--- src/rtl/memory_map_engine.sv ---
// -----------------------------------------------------------------------------
// memory_map_engine
//
// Frame-based memory-mapped arithmetic engine. A frame of DEPTH_A signed
// samples is captured into source memory A. Each adjacent pair
// (A[2k], A[2k+1]) is then reduced with add, subtract, max or min into result
// memory B (DEPTH_B = DEPTH_A/2 entries). The results stay readable through a
// registered read port until the next frame has been fully processed.
//
// Ports:
//   clk       in   single clock, everything on the rising edge
//   reset     in   synchronous, active-high
//   in_valid  in   sample present on in_data
//   in_data   in   signed sample, DATA_W bits
//   in_ready  out  high while filling; accept = in_valid & in_ready
//   mode      in   00 add, 01 sub, 10 max, 11 min (latched on first accept)
//   rd_en     in   result read request (ignored while processing)
//   rd_addr   in   memory B index
//   rd_data   out  registered B[rd_addr]
//   rd_valid  out  rd_data was loaded on the last edge
//   busy      out  high while processing pairs
//   done      out  one-cycle pulse once all frame results are committed
//   ovf       out  saturation occurred in the current/last frame (sticky)
//   sign      out  MSB of the most recently written result
//   addr_a    out  memory A write pointer (debug)
//   addr_b    out  memory B pair pointer (debug)
// -----------------------------------------------------------------------------
module memory_map_engine #(
    parameter int DATA_W   = 8,
    parameter int ADDR_A_W = 3,
    localparam int ADDR_B_W = (ADDR_A_W > 1) ? ADDR_A_W - 1 : 1
) (
    input  logic                clk,
    input  logic                reset,
    input  logic                in_valid,
    input  logic [DATA_W-1:0]   in_data,
    output logic                in_ready,
    input  logic [1:0]          mode,
    input  logic                rd_en,
    input  logic [ADDR_B_W-1:0] rd_addr,
    output logic [DATA_W-1:0]   rd_data,
    output logic                rd_valid,
    output logic                busy,
    output logic                done,
    output logic                ovf,
    output logic                sign,
    output logic [ADDR_A_W-1:0] addr_a,
    output logic [ADDR_B_W-1:0] addr_b
);

    localparam int DEPTH_A = 2 ** ADDR_A_W;
    localparam int DEPTH_B = DEPTH_A / 2;

    typedef enum logic [1:0] {
        S_FILL,
        S_PROC,
        S_DONE
    } state_t;

    state_t              r_state;
    logic [ADDR_A_W-1:0] r_addrA;
    logic [ADDR_B_W-1:0] r_addrB;
    logic [1:0]          r_mode;
    logic                r_ovf;
    logic                r_sign;
    logic                r_rdValid;
    logic [DATA_W-1:0]   r_rdData;
    logic [DATA_W-1:0]   r_memA [DEPTH_A];
    logic [DATA_W-1:0]   r_memB [DEPTH_B];

    logic                w_accept;
    logic [ADDR_A_W-1:0] w_idx0;
    logic [ADDR_A_W-1:0] w_idx1;
    logic [DATA_W-1:0]   w_opA;
    logic [DATA_W-1:0]   w_opB;
    logic [DATA_W:0]     w_extA;
    logic [DATA_W:0]     w_extB;
    logic [DATA_W:0]     w_sum;
    logic [DATA_W:0]     w_diff;
    logic                w_aGreater;
    logic [DATA_W:0]     w_wide;
    logic [DATA_W-1:0]   w_result;
    logic                w_satOvf;

    // Status outputs decode straight from the state register, so they change
    // only on clock edges.
    assign in_ready = (r_state == S_FILL);
    assign busy     = (r_state == S_PROC);
    assign done     = (r_state == S_DONE);
    assign ovf      = r_ovf;
    assign sign     = r_sign;
    assign addr_a   = r_addrA;
    assign addr_b   = r_addrB;
    assign rd_data  = r_rdData;
    assign rd_valid = r_rdValid;

    assign w_accept = in_valid && (r_state == S_FILL);

    // Pair k lives at A[2k] and A[2k+1]. The cast before the shift keeps this
    // legal when memory B has a single entry.
    assign w_idx0 = ADDR_A_W'(r_addrB) << 1;
    assign w_idx1 = w_idx0 | ADDR_A_W'(1);
    assign w_opA  = r_memA[w_idx0];
    assign w_opB  = r_memA[w_idx1];

    // One extra bit of headroom lets add/sub overflow be spotted by comparing
    // the top two bits of the widened result.
    assign w_extA     = {w_opA[DATA_W-1], w_opA};
    assign w_extB     = {w_opB[DATA_W-1], w_opB};
    assign w_sum      = w_extA + w_extB;
    assign w_diff     = w_extA - w_extB;
    assign w_aGreater = $signed(w_opA) > $signed(w_opB);

    // Pick the widened result for the latched operation, then clamp it back
    // into DATA_W bits. Max/min always fit, so they never trip saturation.
    always_comb begin
        w_wide   = w_sum;
        w_satOvf = 1'b0;
        w_result = w_sum[DATA_W-1:0];
        case (r_mode)
            2'b00:   w_wide = w_sum;
            2'b01:   w_wide = w_diff;
            2'b10:   w_wide = w_aGreater ? w_extA : w_extB;
            default: w_wide = w_aGreater ? w_extB : w_extA;
        endcase
        if (w_wide[DATA_W] != w_wide[DATA_W-1]) begin
            w_satOvf = 1'b1;
            w_result = w_wide[DATA_W] ? {1'b1, {(DATA_W-1){1'b0}}}
                                      : {1'b0, {(DATA_W-1){1'b1}}};
        end else begin
            w_result = w_wide[DATA_W-1:0];
        end
    end

    // Frame controller: fill memory A, sweep the pairs, pulse done for one
    // cycle, then go back to filling. The first accept of a frame latches the
    // operation and clears the sticky overflow flag from the previous frame.
    always_ff @(posedge clk) begin
        if (reset) begin
            r_state <= S_FILL;
            r_addrA <= '0;
            r_addrB <= '0;
            r_mode  <= 2'b00;
            r_ovf   <= 1'b0;
            r_sign  <= 1'b0;
        end else begin
            case (r_state)
                S_FILL: begin
                    if (in_valid) begin
                        if (r_addrA == '0) begin
                            r_mode <= mode;
                            r_ovf  <= 1'b0;
                        end
                        if (r_addrA == ADDR_A_W'(DEPTH_A - 1)) begin
                            r_addrA <= '0;
                            r_addrB <= '0;
                            r_state <= S_PROC;
                        end else begin
                            r_addrA <= r_addrA + 1'b1;
                        end
                    end
                end
                S_PROC: begin
                    r_ovf  <= r_ovf | w_satOvf;
                    r_sign <= w_result[DATA_W-1];
                    if (r_addrB == ADDR_B_W'(DEPTH_B - 1)) begin
                        r_addrB <= '0;
                        r_state <= S_DONE;
                    end else begin
                        r_addrB <= r_addrB + 1'b1;
                    end
                end
                S_DONE: begin
                    r_state <= S_FILL;
                end
                default: begin
                    r_state <= S_FILL;
                end
            endcase
        end
    end

    // Sample capture. Memory A contents are don't-care after reset, so it
    // carries no reset and can map onto plain storage.
    always_ff @(posedge clk) begin
        if (w_accept) begin
            r_memA[r_addrA] <= in_data;
        end
    end

    // Result memory: one pair result per processing cycle. It is cleared on
    // reset so a discarded frame never leaves stale results readable.
    always_ff @(posedge clk) begin
        if (reset) begin
            for (int i = 0; i < DEPTH_B; i++) begin
                r_memB[i] <= '0;
            end
        end else if (r_state == S_PROC) begin
            r_memB[r_addrB] <= w_result;
        end
    end

    // Registered read port. Reads are refused while memory B is being
    // rewritten; otherwise rd_data holds its last value between reads. A read
    // in the done cycle already sees the freshly committed frame.
    always_ff @(posedge clk) begin
        if (reset) begin
            r_rdData  <= '0;
            r_rdValid <= 1'b0;
        end else if (rd_en && (r_state != S_PROC)) begin
            r_rdData  <= r_memB[rd_addr];
            r_rdValid <= 1'b1;
        end else begin
            r_rdValid <= 1'b0;
        end
    end

endmodule

--- config.mk ---
export PLATFORM = sky130hd
export DESIGN_NAME = memory_map_engine
export DESIGN_NICKNAME = d
export VERILOG_FILES = /design/src/rtl/memory_map_engine.sv
export SDC_FILE = /design/constraint.sdc
export NUM_CORES = 1
export LEC_CHECK = 0
export CORE_UTILIZATION = 40
export CTS_CLUSTER_DIAMETER = 60
export DETAILED_ROUTE_END_ITERATION = 6
export PLACE_DENSITY = 0.62
export SYNTH_ARGS = -nofsm -noshare
export SYNTH_HDL_FRONTEND = slang
export SYNTH_SLANG_ARGS = --single-unit
--- constraint.sdc ---
create_clock -name clk -period 5.6 [get_ports clk]
set_input_delay 1.12 -clock clk [delete_from_list [all_inputs] [get_ports clk]]
set_output_delay 1.12 -clock clk [all_outputs]
set_load 0.01 [all_outputs]
==> flow_metrics.py <==
metrics = {
    "outcome": {
        "status": "completed",
    },
    "global_routing": {
        "overflow": 0,
        "grt_pass1_wl_um": 21120,
        "antenna_found_initial": 0,
        "grt_pass1_vias": 4035,
        "grt_max_degree": 26,
        "track_usage_pct": 17.91,
    },
    "logic_synthesis": {
        "async_reset_ff_share_pct": 0,
        "avgSynthCellArea_um2": 12.81,
        "yosysWarnings": 0,
        "ys_ff_latch": 118,
        "seq_area_frac_synth_pct": 55.55,
        "synthesis.area_um2": 5982,
        "synth_edf_count": 96,
        "synth_top_area_cell": "edfxtp_1",
        "syn_inst": 467,
        "synth_area_leaders": "edfxtp_1 48%, mux4_2 8.7%, dfxtp_1 7.4%",
        "synth_most_common_cell": "edfxtp_1",
        "yosysUniqueCellTypes": 76,
        "synthesis.nets": 505,
        "synth_top_area_share_pct": 48.19,
        "synthTopCellsByCount": "96 x edfxtp_1, 52 x a21oi_1, 36 x nand2_1",
        "synth-main-ff-cell": "edfxtp_1",
    },
    "power": {
        "vdd.ir_drop.worst_uv": 326.7,
        "power_w": 0.002410,
        "p_leak_nw": 2.514,
        "power_density_nw_per_um2": 338.3,
    },
    "timing": {
        "period_share_pct": 76.52,
        "layout_min_cycle_time_ns": 4.285,
        "fmax_ghz": 0.2334,
        "hold_violations": 0,
        "rsz0062_at_grt": "no",
        "worstMarginPinSlew_ns": 0.8949,
        "drv_slew": 0,
        "tns_ns": 0,
        "setup_viol_count_final": 0,
        "fin_skew_ns": 0.01009,
        "slew_headroom_pct": 40.15,
    },
    "worst_setup_path": {
        "rrSetupSlack_ns": 1.31,
        "worstPathArrival_ns": 4.42,
        "required_ns": 5.74,
        "crit_path_start_kind": "flip-flop",
        "rr_worst_depth": 10,
        "crit_type": "reg -> reg",
        "worstReg2RegEnd": "r_memB[2][0]",
        "end_kind": "flip-flop",
        "critPathMaxFanout": 25,
    },
    "clocking": {
        "numClockSinks": 118,
        "path_clk_slew_ns": 0.06,
        "clk_latency_ns": 0.42,
        "cts_tree": "done",
        "post_cts_buffers": 0,
        "cts-root-buf": "clkbuf_16",
        "h-tree-depth": 4,
        "ctsHoldBuffers": 0,
        "numCtsBuffers": 17,
        "ctsResizeCount": 0,
        "cts_buffer_depth": 2,
    },
    "route": {
        "routed_wl_um": 13110,
        "vias": 3981,
        "ant_nets": 0,
        "drc": 0,
        "firstDrtPassIters": 4,
        "wl_per_cell_um": 18.62,
        "via_per_inst": 5.655,
        "drt_iter0_drc": 248,
    },
    "die": {
        "core_um2": 14590,
        "die_x_um": 124.3,
        "rows": 44,
        "initial_core_util_pct": 41.00,
        "ios": 35,
        "die_h_um": 124.3,
        "die_area_um2": 15450,
    },
    "cells_and_area": {
        "antenna_cells": 0,
        "syn2layout_area_growth_pct": 19.12,
        "nets": 545,
        "n_fill_cell": 1269,
        "drive_above_1_share_pct": 17.12,
    },
    "hold_path": {
        "hold_depth": 2,
        "worstHoldEndpoint": "rd_data[6]",
        "hold_path.class": "reg -> reg",
        "min-delay-start": "rd_data[6]",
    },
    "place": {
        "gp_congestion": 0.8820,
        "port_buffers": 34,
        "dp_hpwl_um": 9624,
    },
    "job": {
        "drv_cap": 0,
    },
}
report_power, final:
part | internal [W] | switching, W
clock network | 0.000745 | 0.000394
logic | 0.000109 | 0.000178
registers | 0.000971 | 0.0000142
cell families (layout without fill, tap and decap cells):
| group | Yosys count | after routing | share of synthesized area, % |
|---|---|---|---|
| adders and majority gates | 22 | 22 | 4.853 |
| DFF | 118 | 118 | 55.55 |
| buffers and inverters | 47 | 100 | 3.535 |
| and+or+nand+nor | 118 | 118 | 9.998 |
| AOI/OAI and AO/OA | 124 | 124 | 14.96 |
| muxes | 33 | 33 | 10.37 |
| xor gates and xnor gates | 5 | 5 | 0.7320 |
how the worst max path moves through the flow:
| stage | start | endpoint | slack (ns) |
|---|---|---|---|
| 6_report | flip-flop | r_memB[2][0] | 1.31 |
| 5_1_grt | flip-flop | r_memB[0][5] | 1.03 |
| 4_1_cts | flip-flop | r_memB[2][0] | 1.29 |
| 3_5_place_dp | flip-flop | r_memB[2][0] | 1.31 |
| 3_3_place_gp | flip-flop | r_memB[0][0] | 1.40 |
| 2_1_floorplan | flip-flop | r_memB[1][0] | 1.89 |
stage by stage:
step | std cells | area (um^2) | utilization [%] | hold WS (ns) | setup slack, ns
2_1_floorplan | 467 | 5982 | - | 0.4805 | 1.894
3_3_place_gp | 672 | 6499 | 44.55 | 0.4428 | 1.401
3_5_place_dp | 672 | 6499 | 44.55 | 0.4470 | 1.310
4_1_cts | 704 | 7126 | 48.84 | 0.4544 | 1.288
5_1_grt | 704 | 7126 | 48.84 | 0.4771 | 1.035
6_report | 704 | 7126 | 48.84 | 0.4531 | 1.315
cells in the final DEF (no fill, tap or decap), types with 3 or more instances in the layout:
cell type        netlist  routed
clkdlybuf4s50_1        0      34
inv_1                 23      23
clkinvlp_4             0       3
nor4_1                 3       3
clkinv_2               0       3
nand4_1                3       3
nor3b_1                3       3
nor2_1                26      26
nand2b_1               7       7
or3_1                  4       4
nand3_1                5       5
o21ai_0               17      17
a21oi_1               52      52
clkinv_4               0       3
mux2i_1                8       8
bufinv_16              0       4
nand2_1               36      36
edfxtp_1              96      96
o31a_1                 3       3
nand3b_1               4       4
o22ai_1                3       3
o31ai_2                3       3
clkbuf_16              0      17
dfxtp_1               22      22
o211ai_1               3       3
mux4_2                23      23
ha_1                  20      20
xnor2_1                4       4
o221ai_1               3       3
a221oi_1               3       3
a21o_1                 5       5
or2_2                  3       3
nor3_1                12      12
buf_4                  1       8
area by class of cell:
type | count | area, um^2 | share of cell area [%]
flip-flops and latches | 118 | 3323 | 46.64
multi-input cells | 302 | 2447 | 34.35
clock buffers | 17 | 425.4 | 5.970
repair buffers | 42 | 400.4 | 5.619
well taps | 184 | 230.2 | 3.231
clock inverters | 15 | 201.4 | 2.827
inverters | 26 | 97.59 | 1.370
flip-flops by register name, summed over array words and instances, names as in the netlist, named ones only:
name / flops
r_memA: 64
r_memB: 32
rd_data: 8
addr_a: 3
addr_b: 2
r_mode: 2
r_state: 2
ovf: 1
rd_valid: 1
sign: 1
metal layers:
| layer | GRT usage [%] | vias to the layer above | share of wire, % |
|---|---|---|---|
| met5 | 0 | - | 0 |
| met4 | 8.150 | 0 | 2.0 |
| met3 | 4.639 | 24 | 3.7 |
| li1 | - | 1901 | - |
| met2 | 30.09 | 104 | 50 |
| met1 | 21.51 | 1952 | 44 |
worst max-delay path: stages (launching register included):
cell,delay [ns]
dfxtp_1,0.69
buf_4,0.28
mux4_2,0.56
ha_1,0.50
nand2_1,0.21
a2111oi_4,0.32
o21ai_2,0.15
nor4b_4,0.16
a311oi_4,0.56
o21bai_4,0.39
a21oi_1,0.16
Power figures use the tool's default switching activity.
==> edit: new RTL, same flow settings <==
Re-encode `state_t` (3 states) as one-hot, 3 bits wide.
--- a/src/rtl/memory_map_engine.sv
+++ b/src/rtl/memory_map_engine.sv
@@ -51,10 +51,10 @@
     localparam int DEPTH_A = 2 ** ADDR_A_W;
     localparam int DEPTH_B = DEPTH_A / 2;
 
-    typedef enum logic [1:0] {
-        S_FILL,
-        S_PROC,
-        S_DONE
+    typedef enum logic [2:0] {
+        S_FILL = 3'b001,
+        S_PROC = 3'b010,
+        S_DONE = 3'b100
     } state_t;
 
     state_t              r_state;
Formal check against the unedited RTL: no difference found for any inputs over 10 cycles, from zero or initial values and one cycle with reset high; not proved beyond that.
==> edit against the original RTL <==
Final area down 1.9%; sequential cell count up 1; area after synthesis down 1.0%; first-iteration DRC count down 14%; clock skew up 0.0031 ns; power down 4.9%; sequential power up 0.6%; via count down 6.9%; wire length down 6.5%; clock power down 8%; die area down 1.0%; worst setup slack better by 0.20 ns.
==> edit: results (changes against the original RTL) <==
HPWL Detailed: 8630 microns (was 9620 microns)
pin count of the biggest net entering global routing: 23 (was 26)
syn avg cell area: 12.6 sq um (was 12.8 sq um)
Reg with most FFs: r_memA (unchanged)
Vias: 3708 (was 3981)
first-pass GRT wire length: 19300 microns (was 21100 microns)
crit path max fanout: 9 (was 25)
H-tree depth: 4 (unchanged)
top_reg_cell synth: edfxtp_1 (unchanged)
number of synthesized flops with an enable pin: 96 (unchanged)
RePlAce Congestion: 0.823 (was 0.882)
Worst path slowest cell: dfxtp_1 (unchanged)
GRT Overall Usage: 0.175 (was 0.179)
leakage power total: 2.48 nW (was 2.51 nW)
vias per cell: 5.31 (was 5.65)
Largest stage delay, worst path: 0.56 ns (was 0.69 ns)
Max VDD drop: 344 uV (was 327 uV)
cell area after placement: 0.00640 sq mm (was 0.00650 sq mm)
clock-pin slew on the worst setup and hold paths: 0.05 ns
YS warnings: 0 (unchanged)
Final Skew: 0.0132 ns (was 0.0101 ns)
Synth async-reset ratio: 0 (unchanged)
fraction of layout cells with a size suffix above 1: 0.165 (was 0.171)
initial detailed-routing violation count: 214 (was 248)
Tightest Pin Transition: 1.01 ns (was 0.895 ns)
Max Root-Sink Buffers: 2 (unchanged)
register area share after synthesis: 0.565 (was 0.556)
post-CTS sizing: 0 (unchanged)
Data arrival, critical path: 4.22 ns (was 4.42 ns)
fillers: 1296 (was 1269)
clock root buffer: clkbuf_16 (unchanged)
Synth area leaders: edfxtp_1 (49%), dfxtp_1 (7.8%), mux4_2 (7.6%), ha_1 (4.2%), nor2_1 (3.4%) (was edfxtp_1 (48%), mux4_2 (8.7%), dfxtp_1 (7.4%), a21oi_1 (4.4%), ha_1 (4.2%))
initial antenna violation count: 0 (unchanged)
CTS Buf Count: 17 (unchanged)
placed cells: 666 (was 672)
final-stage net count: 539 (was 545)
Unique masters post-synth: 68 (was 76)
outcome: completed (unchanged)
WL/cell: 17.6 microns (was 18.6 microns)
most frequent cells after synthesis: edfxtp_1 (96), nor2_1 (53), nand2_1 (45) (was edfxtp_1 (96), a21oi_1 (52), nand2_1 (36))
Remaining DRCs: 0 (unchanged)
Syn Nets: 506 (was 505)
I/O Buffers: 34 (unchanged)
-- edit: cell count changes in the layout (fill, tap and decap cells not counted), sizes merged, moves of 4 or more --
cell and change:
clkinv -4, nor2 +26, nor2b +6, nor3 -5, buf -4, a21oi -22
bufinv -4, nand2 +9, clkbuf +10, nand3b -5, o21ai -5, mux2i +4
inv -6, o32a +4
-- edit: final cells by class --
| class | instances | area share |
|---|---|---|
| sequential | 119 | 0.478 |
| timing repair buffer | 38 | 0.0530 |
| inverter | 20 | 0.0107 |
| clock buffer | 27 | 0.0798 |
| clock inverter | 5 | 0.00465 |
| multi-input combinational | 305 | 0.341 |
| tap | 184 | 0.0329 |
-- edit: worst paths after layout --
path / from / to / slack [ns] / depth (start not counted)
worst max register to register: flop / r_memB[0][1] / 1.51 / 12
worst min-delay path: rd_data[3] / rd_data[3] / 0.46 / 2
worst max-delay path: flop / r_memB[0][1] / 1.51 / 12
worst min register to register: rd_data[3] / rd_data[3] / 0.46 / 2
-- edit: layer usage --
metal / routed length, microns / share of wire / vias up / track usage
li1: - / - / 1824 / -
met1: 5560 / 0.45 / 1806 / 0.220
met2: 6140 / 0.50 / 64 / 0.288
met3: 385 / 0.031 / 14 / 0.0426
met4: 162 / 0.013 / 0 / 0.0730
met5: 0 / 0 / - / 0
-- edit: tightest hold or removal path: cells and delay by family, from the launching register on --
family	cells	cell delay, ns
DFF	1	0.31
and+or+nand+nor	1	0.05
AOI/OAI and AO/OA	1	0.05
-- edit: cells by family after synthesis --
kind of cell | count (synthesis) | synth area share
adders and majority gates | 22 | 0.0490
AOI/OAI and AO/OA | 87 | 0.110
buffers and inverters | 44 | 0.0342
xor gates and xnor gates | 6 | 0.00888
and+or+nand+nor | 154 | 0.129
DFF | 119 | 0.565
muxes | 36 | 0.104
-- edit: metrics by stage --
stage	hold slack, ns	setup slack [ns]	utilization
6_report	0.457	1.51	0.483
5_1_grt	0.482	1.23	0.483
4_1_cts	0.459	1.52	0.483
3_5_place_dp	0.452	1.57	0.442
3_3_place_gp	0.445	1.52	0.442
2_1_floorplan	0.454	1.88	-
-- edit: where the power goes --
part           switching (mW)  internal, mW
clock network           0.368         0.683
logic                   0.145         0.105
registers              0.0133         0.978
total                   0.526          1.77
